<file path="src/rtl/mul_sequencer.sv">
// mul_sequencer: iterative shift-add multiplier that returns the low DATA_W bits of the product.
// Optional feature MUL_EARLY_EXIT_EN: RUN ends as soon as the remaining multiplier bits are all zero.
module mul_sequencer #(
    parameter int unsigned DATA_W = 32
) (
    input  logic              clk,
    input  logic              arst_n,
    input  logic              start,
    input  logic [DATA_W-1:0] operand_a,
    input  logic [DATA_W-1:0] operand_b,
    output logic              stall,
    output logic [DATA_W-1:0] result,
    output logic              result_valid,
    output logic              busy
);
    localparam int unsigned      CNT_W    = $clog2(DATA_W);
    localparam logic [CNT_W-1:0] CNT_LAST = CNT_W'(DATA_W - 1);

    typedef enum logic [1:0] {
        ST_IDLE,
        ST_RUN,
        ST_DONE
    } state_t;

    state_t              r_state;
    state_t              w_next_state;
    logic [DATA_W-1:0]   r_mcand;
    logic [DATA_W-1:0]   r_mplier;
    logic [DATA_W-1:0]   r_acc;
    logic [CNT_W-1:0]    r_cnt;
    logic [DATA_W-1:0]   r_result;
    logic [DATA_W-1:0]   w_sum;
    logic                w_final;
    logic                w_exit;

    // Carry out of the accumulator is discarded: only the low product half is kept.
    assign w_sum   = r_mplier[0] ? (r_acc + r_mcand) : r_acc;
    assign w_final = (r_cnt == CNT_LAST);

`ifdef MUL_EARLY_EXIT_EN
    assign w_exit = (r_mplier == '0);
`else
    assign w_exit = 1'b0;
`endif

    always_ff @(posedge clk or negedge arst_n) begin
        if (!arst_n) begin
            r_state <= ST_IDLE;
        end else begin
            r_state <= w_next_state;
        end
    end

    always_comb begin
        w_next_state = r_state;
        stall        = 1'b0;
        busy         = 1'b0;
        result_valid = 1'b0;
        case (r_state)
            ST_IDLE: begin
                stall = start;
                if (start) begin
                    w_next_state = ST_RUN;
                end
            end
            ST_RUN: begin
                stall = 1'b1;
                busy  = 1'b1;
                if (w_exit || w_final) begin
                    w_next_state = ST_DONE;
                end
            end
            ST_DONE: begin
                busy         = 1'b1;
                result_valid = 1'b1;
                w_next_state = ST_IDLE;
            end
            default: begin
                w_next_state = ST_IDLE;
            end
        endcase
    end

    always_ff @(posedge clk or negedge arst_n) begin
        if (!arst_n) begin
            r_mcand  <= '0;
            r_mplier <= '0;
            r_acc    <= '0;
            r_cnt    <= '0;
            r_result <= '0;
        end else begin
            case (r_state)
                ST_IDLE: begin
                    if (start) begin
                        r_mcand  <= operand_a;
                        r_mplier <= operand_b;
                        r_acc    <= '0;
                        r_cnt    <= '0;
                    end
                end
                ST_RUN: begin
                    // An early exit skips the iteration and publishes the accumulator as-is.
                    if (w_exit) begin
                        r_result <= r_acc;
                    end else begin
                        r_acc    <= w_sum;
                        r_mcand  <= r_mcand << 1;
                        r_mplier <= r_mplier >> 1;
                        r_cnt    <= r_cnt + 1'b1;
                        if (w_final) begin
                            r_result <= w_sum;
                        end
                    end
                end
                default: begin
                end
            endcase
        end
    end

    assign result = r_result;

endmodule
</file>
<file path="config.mk">
export PLATFORM = sky130hd
export DESIGN_NAME = mul_sequencer
export DESIGN_NICKNAME = d
export VERILOG_FILES = /design/src/rtl/mul_sequencer.sv
export SDC_FILE = /design/constraint.sdc
export NUM_CORES = 1
export LEC_CHECK = 0
export CAP_MARGIN = 25
export CELL_PAD_IN_SITES_DETAIL_PLACEMENT = 1
export CELL_PAD_IN_SITES_GLOBAL_PLACEMENT = 1
export CORE_ASPECT_RATIO = 1.75
export CORE_UTILIZATION = 46
export CTS_CLUSTER_SIZE = 10
export DETAILED_ROUTE_END_ITERATION = 10
export HOLD_SLACK_MARGIN = 0.08
export PLACE_DENSITY = 0.83
export REMOVE_ABC_BUFFERS = 1
export SETUP_SLACK_MARGIN = 0.05
export SLEW_MARGIN = 40
export SYNTH_ARGS = -nofsm -noshare
export SYNTH_HDL_FRONTEND = slang
export SYNTH_SLANG_ARGS = --single-unit
</file>
<file path="constraint.sdc">
create_clock -name clk -period 6.25 [get_ports clk]
set_input_delay 1.25 -clock clk [delete_from_list [all_inputs] [get_ports clk]]
set_output_delay 1.25 -clock clk [all_outputs]
set_load 0.1 [all_outputs]
</file>
==> metrics.md, run 1 <==
| Metric | Value |
|---|---|
| Core area | 16000 um^2 |
| CTS Buffer Depth | 2 |
| Final Max Tran Viols | 0 |
| Result of the run | complete, no violations |
| Crit path capture type | output pin |
| Prevailing post-synth register cell | dfrtp_1 |
| Mapped Area | 7550 um^2 |
| Buffers on Ports | 101 |
| CTS tree | yes |
| Worst Setup Slack, final | 2260 ps |
| Die Wd | 98.9 um |
| Largest net degree at the start of global routing | 78 |
| Fin crit period | 3990 ps |
| Pwr Density | 509 nW/um^2 |
| First-pass GRT wire length | 36.5 mm |
| Finish-stage setup viols | 0 |
| Min-delay worst type | reg -> reg |
| Critical Setup Path Class | in -> out |
| FF+latch count, synth | 135 |
| Share of the synthesized area in the top cell type | 44.7% |
| Num CTS Buffers | 17 |
| Most frequent cells in the layout | 135 x dfrtp_1, 108 x o21ai_0, 96 x nand2_1 |
| Synth Warn # | 0 |
| Die area | 17000 um^2 |
| Most common cell after layout, fill and taps aside | dfrtp_1 |
| Wirelength per Cell | around 21 um |
| 1st-iter DRT viols | 218 |
| Number of enable flip-flop cells after synthesis | 0 |
| Number of hold violations in the final report | 0 |
| Fmax | 0.250 GHz |
| CP Launch Type | primary input |
| Layout cells sized above 1 | 10.1% |
| CTS Hold Bufs | 0 |
| # nets final | 962 |
| Worst VDD drop | roughly 0.21 mV |
| Rel. slew slack | 51.4% |
| CTS sink cnt | 135 |
| Worst-path clk slew | 50 ps |
| Drt drc | 0 |
| Clk_lat worst skew | 430 ps |
| H-tree levels | 4 |
| RSZ-0062 raised after global routing | no |
| Final Cycle Share | between 60% and 70% |
| Dpl hpwl | 14.6 mm |
| Clock root buffer | clkbuf_16 |
| Antenna cells | 0 |
| Initial core utilization | 47.3% |
| CP max FO | 33 |
| Final Skew | 9.73 ps |
| Grt ovf | 0 |
| Synthesis-to-finish area growth | 20.6% |
| Slew of the pin with the lowest slew margin | approximately 730 ps |
| Tot GR Track Use | 27.6% |
| Seq/Total Area, Yosys | between 40 and 50% |
| Pre-CTS WS | 2260 ps |
| CP Data Required Time | around 5000 ps |
| Vias in the first global route | 7301 |
| Setup tns final | 0 ps |
| Post-CTS sizing | 0 |
| Area leader, netlist | dfrtp_1 |
| Async S/R FF share, synth | 100% |
| Post-CTS Setup Repair Bufs | 0 |
| Area contributors post-synth | dfrtp_1 45%, o21ai_0 7.2%, mux2i_1 7.0% |
| Cells after Synth | 784 |
| Vias after detailed routing | 6581 |
| Antenna violations before repair | 0 |
| Maxcap violations | 0 |
| # rows | 61 |
| DRT antenna net count | 0 |
| Syn avg cell area | 9.63 um^2 |
| CP Data Arrival Time | 2740 ps |
| Drt total wl | 22.2 mm |
| First-pass iteration count of the detailed router | 5 |
| I/O pins | slightly above 100 |
| Via density | 6.21 |
| Placer Congestion | between 0.8 and 0.9 |
| Leakage power | 0.00424 uW |
| Die Ht | 172 um |
| Unique masters post-synth | 53 |
through the flow:
step                util, %  hold slack, ps  instances  area, um^2  total power (uW)
finish                 57.1             475       1059        9110              4630
global route           57.1             511       1059        9110              4920
CTS                    57.1             478       1059        9110              4650
detailed placement     53.2             464       1028        8490              3510
global placement       54.2             464       1028        8640              3380
floorplan                 -             450        730        7300              2880
worst max-delay path: stages:
cell	delay, ps
clkdlybuf4s50_1	530
and2_1	140
buf_4	340
or2_2	180
buf_4	280
final timing paths:
| kind | depth (start not counted) | startpoint | slack [ps] | endpoint |
|---|---|---|---|---|
| max | 5 | start | 2260 | stall |
| min | 2 | result[2]$_DFFE_PN0P_ | 470 | result[2]$_DFFE_PN0P_ |
| max reg2reg | 11 | r_mcand[0]$_DFFE_PN0P_ | 2840 | result[22]$_DFFE_PN0P_ |
| min reg2reg | 2 | result[2]$_DFFE_PN0P_ | 470 | result[2]$_DFFE_PN0P_ |
| max in group asynchronous | 2 | arst_n | 4330 | result[27]$_DFFE_PN0P_ |
| min in group asynchronous | 1 | arst_n | 800 | r_mplier[25]$_DFFE_PN0P_ |
flip-flops by register name (all words and copies together), names as in the netlist:
register  cells
result       32
r_mplier     32
r_cnt         5
r_acc        32
r_mcand      32
r_state       2
cell usage after synthesis, drive strengths merged, types with 2 or more instances:
master and instances:
o21ai 110, o211ai 4, nand2b 3, and2 6, buf 14, clkbuf 40
o21a 2, nor2 21, a211oi 2, and3 8, xor2 15, nor2b 5
a41oi 3, a21boi 2, ha 36, mux2i 54, inv 9, a21oi 50
a21o 15, a22o 25, o31ai 2, a311o 2, nand3 16, o221ai 3
xnor2 14, o21bai 5, nand2 98, nand4 5, a31oi 3, nor3 5
dfrtp 135, a22oi 61
metal layers:
layer,GRT usage [%],vias to the layer above,wire length (um)
li1,-,3024,-
met1,27.7,3339,8210
met2,53.0,156,12200
met3,5.49,62,875
met4,14.0,0,886
met5,0,-,0
logic make-up after synthesis:
| kind of cell | after synthesis | share of synthesized area, % |
|---|---|---|
| multiplexers | 54 | 7.21 |
| adder cells (fa/ha/maj) | 37 | 6.23 |
| AND/OR/NAND/NOR | 172 | 10.0 |
| buffers and inverters | 64 | 3.78 |
| AO/OA/AOI/OAI | 293 | 24.7 |
| XOR/XNOR | 29 | 3.36 |
| flip-flops | 135 | 44.7 |
layout make-up:
class / instances / area [um^2]
sequential: 135 / 3380
clock inverter: 12 / 176
fill: 1808 / 6850
timing repair buffer: 109 / 903
multi-input combinational: 585 / 3930
inverter: 10 / 37.5
clock buffer: 19 / 443
tap: 189 / 236
power by group:
part | total [uW] | internal (uW) | switching [uW] | leakage, uW
sequential | 1410 | 1150 | 253 | 0.00178
combinational | 2150 | 801 | 1350 | 0.00216
clock | 1080 | 676 | 400 | 0.000299
Power figures use the tool's default switching activity.
==> run 2, diff against run 1 <==
--- a/config.mk
+++ b/config.mk
@@ -9,11 +9,11 @@
 export CELL_PAD_IN_SITES_DETAIL_PLACEMENT = 1
 export CELL_PAD_IN_SITES_GLOBAL_PLACEMENT = 1
 export CORE_ASPECT_RATIO = 1.75
-export CORE_UTILIZATION = 46
+export CORE_UTILIZATION = 43
 export CTS_CLUSTER_SIZE = 10
 export DETAILED_ROUTE_END_ITERATION = 10
 export HOLD_SLACK_MARGIN = 0.08
-export PLACE_DENSITY = 0.83
+export PLACE_DENSITY = 0.79
 export REMOVE_ABC_BUFFERS = 1
 export SETUP_SLACK_MARGIN = 0.05
 export SLEW_MARGIN = 40
==> constraint.sdc (replaced) <==
create_clock -name clk -period 3.9 [get_ports clk]
set_input_delay 0.78 -clock clk [delete_from_list [all_inputs] [get_ports clk]]
set_output_delay 0.78 -clock clk [all_outputs]
set_load 0.1 [all_outputs]
==> run 2 against run 1 <==
Final cell count grew 4.0%. Clock power grew 54%. Total power grew 59%. Critical endpoint is now result[22]$_DFFE_PN0P_.
==> metrics.md, run 2 (synthesis gave the netlist of run 1 again) <==
| Metric | Value |
|---|---|
| Final Max Tran Viols | 0 |
| CP max FO | 4 |
| H-tree levels | 4 |
| Placed Area | around 8600 um^2 |
| Fin crit period | 3170 ps |
| Post-CTS Setup Repair Bufs | 0 |
| Core area | 17000 um^2 |
| Worst VDD drop | 0.496 mV |
| CTS Hold Bufs | 0 |
| Final Cycle Share | 81.4% |
| CTS sink cnt | 135 |
| Via density | 5.93 |
| Wirelength per Cell | ~20 um |
| CP Launch Type | register |
| Dpl hpwl | 15.1 mm |
| DRT antenna net count | 0 |
| Most frequent CP cell | a21oi_1 |
| Most frequent cells in the layout | 135 x dfrtp_1, 108 x o21ai_0, 96 x nand2_1 |
| Finish-stage setup viols | 0 |
| Pre-CTS WS | 751 ps |
| I/O pins | 102 |
| First-pass GRT wire length | 36.2 mm |
| Fmax | roughly 0.32 GHz |
| Post-CTS sizing | 0 |
| Number of hold violations in the final report | 0 |
| Min-delay worst type | in -> async |
| 1st-iter DRT viols | 233 |
| RSZ-0062 raised after global routing | no |
| Leakage power | 0.00425 uW |
| CP Data Required Time | 4210 ps |
| Tot GR Track Use | about a quarter |
| Grt ovf | 0 |
| CP Data Arrival Time | 3490 ps |
| Worst-path cell chain | ha_1 -> fa_1 -> a21oi_1 -> o221ai_1 -> a21oi_1 -> o21ai_1 -> a311o_1 -> a21oi_1 -> xor2_1 -> a21oi_1 -> a21o_1 |
| CTS Buffer Depth | 2 |
| Met2 routed WL | 12.2 mm |
| Maxcap violations | 0 |
| Num CTS Buffers | 17 |
| CTS tree | yes |
| Layout cells sized above 1 | 10.3% |
| Initial core utilization | 44.4% |
| Rel. slew slack | about half |
| Result of the run | complete, no violations |
| First-pass iteration count of the detailed router | 4 |
| Critical Setup Path Class | reg -> reg |
| Die area | 18100 um^2 |
| Worst Setup Slack, final | 726 ps |
| Worst-path clk slew | 60 ps |
| Max incr delay on CP | around 400 ps |
| # rows | between 60 and 70 |
| Clock root buffer | clkbuf_16 |
| Synthesis-to-finish area growth | 21.4% |
| Final Instance Area | 9170 um^2 |
| Buffers on Ports | between 100 and 150 |
| Drt drc | 0 |
| Vias after detailed routing | 6533 |
| Slowest stage cell on the critical path | dfrtp_1 |
| Drt total wl | 22.4 mm |
| Largest net degree at the start of global routing | 90 |
| Worst hold slack | 427 ps |
| DRT met1 WL | between 8 and 9 mm |
| Pwr Density | 806 nW/um^2 |
| Metal3 WL | ~890 um |
| Die Wd | 102 um |
| Clk_lat worst skew | 430 ps |
| Final Skew | 13.1 ps |
| Antenna cells | 0 |
| Slew of the pin with the lowest slew margin | 748 ps |
| Placer Congestion | about 0.88 |
| Top delay family on crit path | compound AO/OA/AOI/OAI gates |
| CP bufs+invs | 0 |
| # nets final | 965 |
| Die Ht | 177 um |
| Most common cell after layout, fill and taps aside | dfrtp_1 |
| Crit path capture type | register |
| Vias in the first global route | 7252 |
| Antenna violations before repair | 0 |
| Uppermost layer routed | met4 |
[run 2: per-layer routing]
metal / up-vias / global-route usage (%)
met5: - / 0
met4: 0 / 12.0
met3: 68 / 4.53
met1: 3252 / 27.0
li1: 3033 / -
met2: 180 / 49.3
[run 2: layout make-up]
type	count	area, um^2
flip-flops and latches	135	3380
clock inverters	14	161
inverters	10	37.5
fillers	1931	7860
repair buffers	112	952
well taps	227	284
clock buffers	18	429
multi-input cells	585	3920
[run 2: report_power, final]
group	internal (uW)	total, uW	switching, uW
sequential	1850	2250	403
clock	961	1660	696
combinational	1310	3480	2170
total	4120	7390	3270
[run 2: worst paths after layout]
path,from,end,slack (ps),cells after the start
hold reg to reg,result[0]$_DFFE_PN0P_,result[0]$_DFFE_PN0P_,470,2
hold / removal,arst_n,r_mplier[24]$_DFFE_PN0P_,430,1
max in group asynchronous,arst_n,result[2]$_DFFE_PN0P_,2720,2
min in group clk,result[0]$_DFFE_PN0P_,result[0]$_DFFE_PN0P_,470,2
setup / recovery,r_mcand[0]$_DFFE_PN0P_,result[22]$_DFFE_PN0P_,730,11
setup reg to reg,r_mcand[0]$_DFFE_PN0P_,result[22]$_DFFE_PN0P_,730,11
[run 2: per-stage QoR]
stage | instances | utilization (%) | setup TNS [ps] | total power, uW
2_1_floorplan | 730 | - | -72910 | 4610
3_3_place_gp | 1069 | 51.3 | 0 | 5480
3_5_place_dp | 1069 | 50.3 | 0 | 5690
4_1_cts | 1101 | 53.8 | 0 | 7420
5_1_grt | 1101 | 53.8 | 0 | 7870
6_report | 1101 | 53.8 | 0 | 7390
==> run 3, diff against run 2 <==
--- a/config.mk
+++ b/config.mk
@@ -9,11 +9,11 @@
 export CELL_PAD_IN_SITES_DETAIL_PLACEMENT = 1
 export CELL_PAD_IN_SITES_GLOBAL_PLACEMENT = 1
 export CORE_ASPECT_RATIO = 1.75
-export CORE_UTILIZATION = 43
+export CORE_UTILIZATION = 39
 export CTS_CLUSTER_SIZE = 10
 export DETAILED_ROUTE_END_ITERATION = 10
 export HOLD_SLACK_MARGIN = 0.08
-export PLACE_DENSITY = 0.79
+export PLACE_DENSITY = 0.75
 export REMOVE_ABC_BUFFERS = 1
 export SETUP_SLACK_MARGIN = 0.05
 export SLEW_MARGIN = 40
==> constraint.sdc (replaced) <==
create_clock -name clk -period 2.78 [get_ports clk]
set_input_delay 0.556 -clock clk [delete_from_list [all_inputs] [get_ports clk]]
set_output_delay 0.556 -clock clk [all_outputs]
set_load 0.1 [all_outputs]
==> run 3 against run 2 <==
The flow now finishes with violations (negative setup slack). Non-clock buffer count up 56. Final cell count up 6.4%. Combinational power up 65%. Total power up 55%. Clock power up 54%. Fmax up 13%. Largest cell class unchanged. Global-route usage down 1.2 points. Die area up 10%. Largest power group unchanged. Register-to-register slack worse by 760 ps. Utilization down 1.1 points.
==> metrics.md, run 3 (synthesis gave the netlist of run 1 again) <==
| Metric | Value |
|---|---|
| Synthesis-to-finish area growth | 32.9% |
| Fin crit period | 2810 ps |
| # nets final | 1021 |
| Finish-stage setup viols | 1 |
| Tot GR Track Use | 24.9% |
| Die area | 19900 um^2 |
| Vias after detailed routing | 6743 |
| Clock root buffer | clkbuf_16 |
| Largest net degree at the start of global routing | 57 |
| Drt total wl | roughly 24 mm |
| CP Launch Type | register |
| First-pass iteration count of the detailed router | 5 |
| Vias in the first global route | 7294 |
| Maxcap violations | 0 |
| Final Instance Area | ~10000 um^2 |
| Violated checks | negative setup slack |
| Final Max Tran Viols | 0 |
| Placed Area | 8980 um^2 |
| H-tree levels | 4 |
| Leakage power | 0.00459 uW |
| Antenna violations before repair | 0 |
| CTS Buffer Depth | 2 |
| CP max FO | 4 |
| Worst Setup Slack, final | -34.2 ps |
| CTS sink cnt | 135 |
| Reg2Reg Depth | 11 |
| Initial core utilization | 39.7% |
| Via density | 5.76 |
| Critical Setup Path Class | reg -> reg |
| CTS Hold Bufs | 0 |
| R2r setup slk | -30 ps |
| Die Wd | 107 um |
| Pwr Density | 1140 nW/um^2 |
| # rows | 67 |
| Final Cycle Share | 101% |
| Num CTS Buffers | 17 |
| R2R Path Start | r_acc[0]$_DFFE_PN0P_ |
| Number of hold violations in the final report | 0 |
| DRT antenna net count | 0 |
| Wirelength per Cell | around 21 um |
| Slew of the pin with the lowest slew margin | around 800 ps |
| Buffers on Ports | 101 |
| CP Data Required Time | ~3100 ps |
| Result of the run | complete, but fails checks |
| CP Data Arrival Time | 3140 ps |
| RSZ-0062 raised after global routing | yes |
| Placer Congestion | ~0.9 |
| Worst VDD drop | around 0.47 mV |
| CTS tree | yes |
| Min-delay worst type | in -> async |
| Drt drc | 0 |
| Worst-path clk slew | 60 ps |
| Final Skew | 11.2 ps |
| Rel. slew slack | 46.7% |
| Grt ovf | 0 |
| I/O pins | 102 |
| Most frequent cells in the layout | 135 x dfrtp_1, 105 x o21ai_0, 98 x buf_4 |
| FF-to-FF End | result[22]$_DFFE_PN0P_ |
| Worst hold slack | 79.4 ps |
| Die Ht | ~190 um |
| Core area | approximately 19000 um^2 |
| Fmax | 0.355 GHz |
| Most common cell after layout, fill and taps aside | dfrtp_1 |
| Setup tns final | -34.2 ps |
| Crit path capture type | register |
| 1st-iter DRT viols | 400 |
| First-pass GRT wire length | between 30 and 40 mm |
| Layout cells sized above 1 | around a fifth |
| Clk_lat worst skew | 430 ps |
| Dpl hpwl | about 16 mm |
| Antenna cells | 0 |
==> run 3: worst max-delay path by stage <==
| stage | from | to | slack, ps | depth (start not counted) |
|---|---|---|---|---|
| floorplan | r_state[1]$_DFFE_PN0P_ | r_acc[11]$_DFFE_PN0P_ | -2420 | 5 |
| global placement | r_mcand[0]$_DFFE_PN0P_ | result[28]$_DFFE_PN0P_ | -130 | 11 |
| detailed placement | r_mcand[0]$_DFFE_PN0P_ | result[22]$_DFFE_PN0P_ | -220 | 11 |
| CTS | r_mcand[0]$_DFFE_PN0P_ | result[22]$_DFFE_PN0P_ | 10 | 11 |
| global route | r_acc[0]$_DFFE_PN0P_ | result[22]$_DFFE_PN0P_ | -170 | 11 |
| finish | r_acc[0]$_DFFE_PN0P_ | result[22]$_DFFE_PN0P_ | -30 | 11 |
==> run 3: timing repair <==
item | in CTS | in global routing
gates cloned | 0 | 0
gates resized for setup | 18 | 27
pin swaps | 5 | 26
setup buffers | 3 | 14
setup endpoints to repair | 21 | 25
==> run 3: final cells by class <==
class	count	area, um^2
clock inverters	11	195
inverters	10	37.5
clock buffers	21	470
multi-input cells	585	4180
fillers	2110	8990
repair buffers	168	1480
flip-flops and latches	135	3380
well taps	241	302
==> run 3: report_power, final <==
group          switching [uW]  internal (uW)  total [uW]
combinational            3350           2380        5730
clock                     898           1660        2560
sequential                592           2590        3180
==> run 3: through the flow <==
| stage | setup slack, ps | power, uW | utilization [%] | cells |
|---|---|---|---|---|
| finish | -34.2 | 11500 | 52.7 | 1171 |
| global route | -175 | 12200 | 52.7 | 1171 |
| CTS | 14.0 | 11200 | 51.5 | 1157 |
| detailed placement | -217 | 8350 | 47.2 | 1122 |
| global placement | -128 | 8060 | 47.2 | 1122 |
| floorplan | -2420 | 6470 | - | 730 |
==> run 3: metal layers <==
layer	global-route usage [%]	routed length (um)	vias up
li1	-	-	3133
met1	25.8	9120	3392
met2	47.9	13600	157
met3	4.03	854	61
met4	11.4	872	0
met5	0	0	-
==> run 3: worst max-delay path, cell delays in order (launching register included) <==
cell and delay, ps:
dfrtp_1 380, ha_2 210, fa_2 390, a21oi_4 230, o221ai_4 160, a21oi_4 230
o21ai_2 90, a311o_1 410, a21oi_2 170, xor2_1 190, a21oi_1 90, a21o_1 170
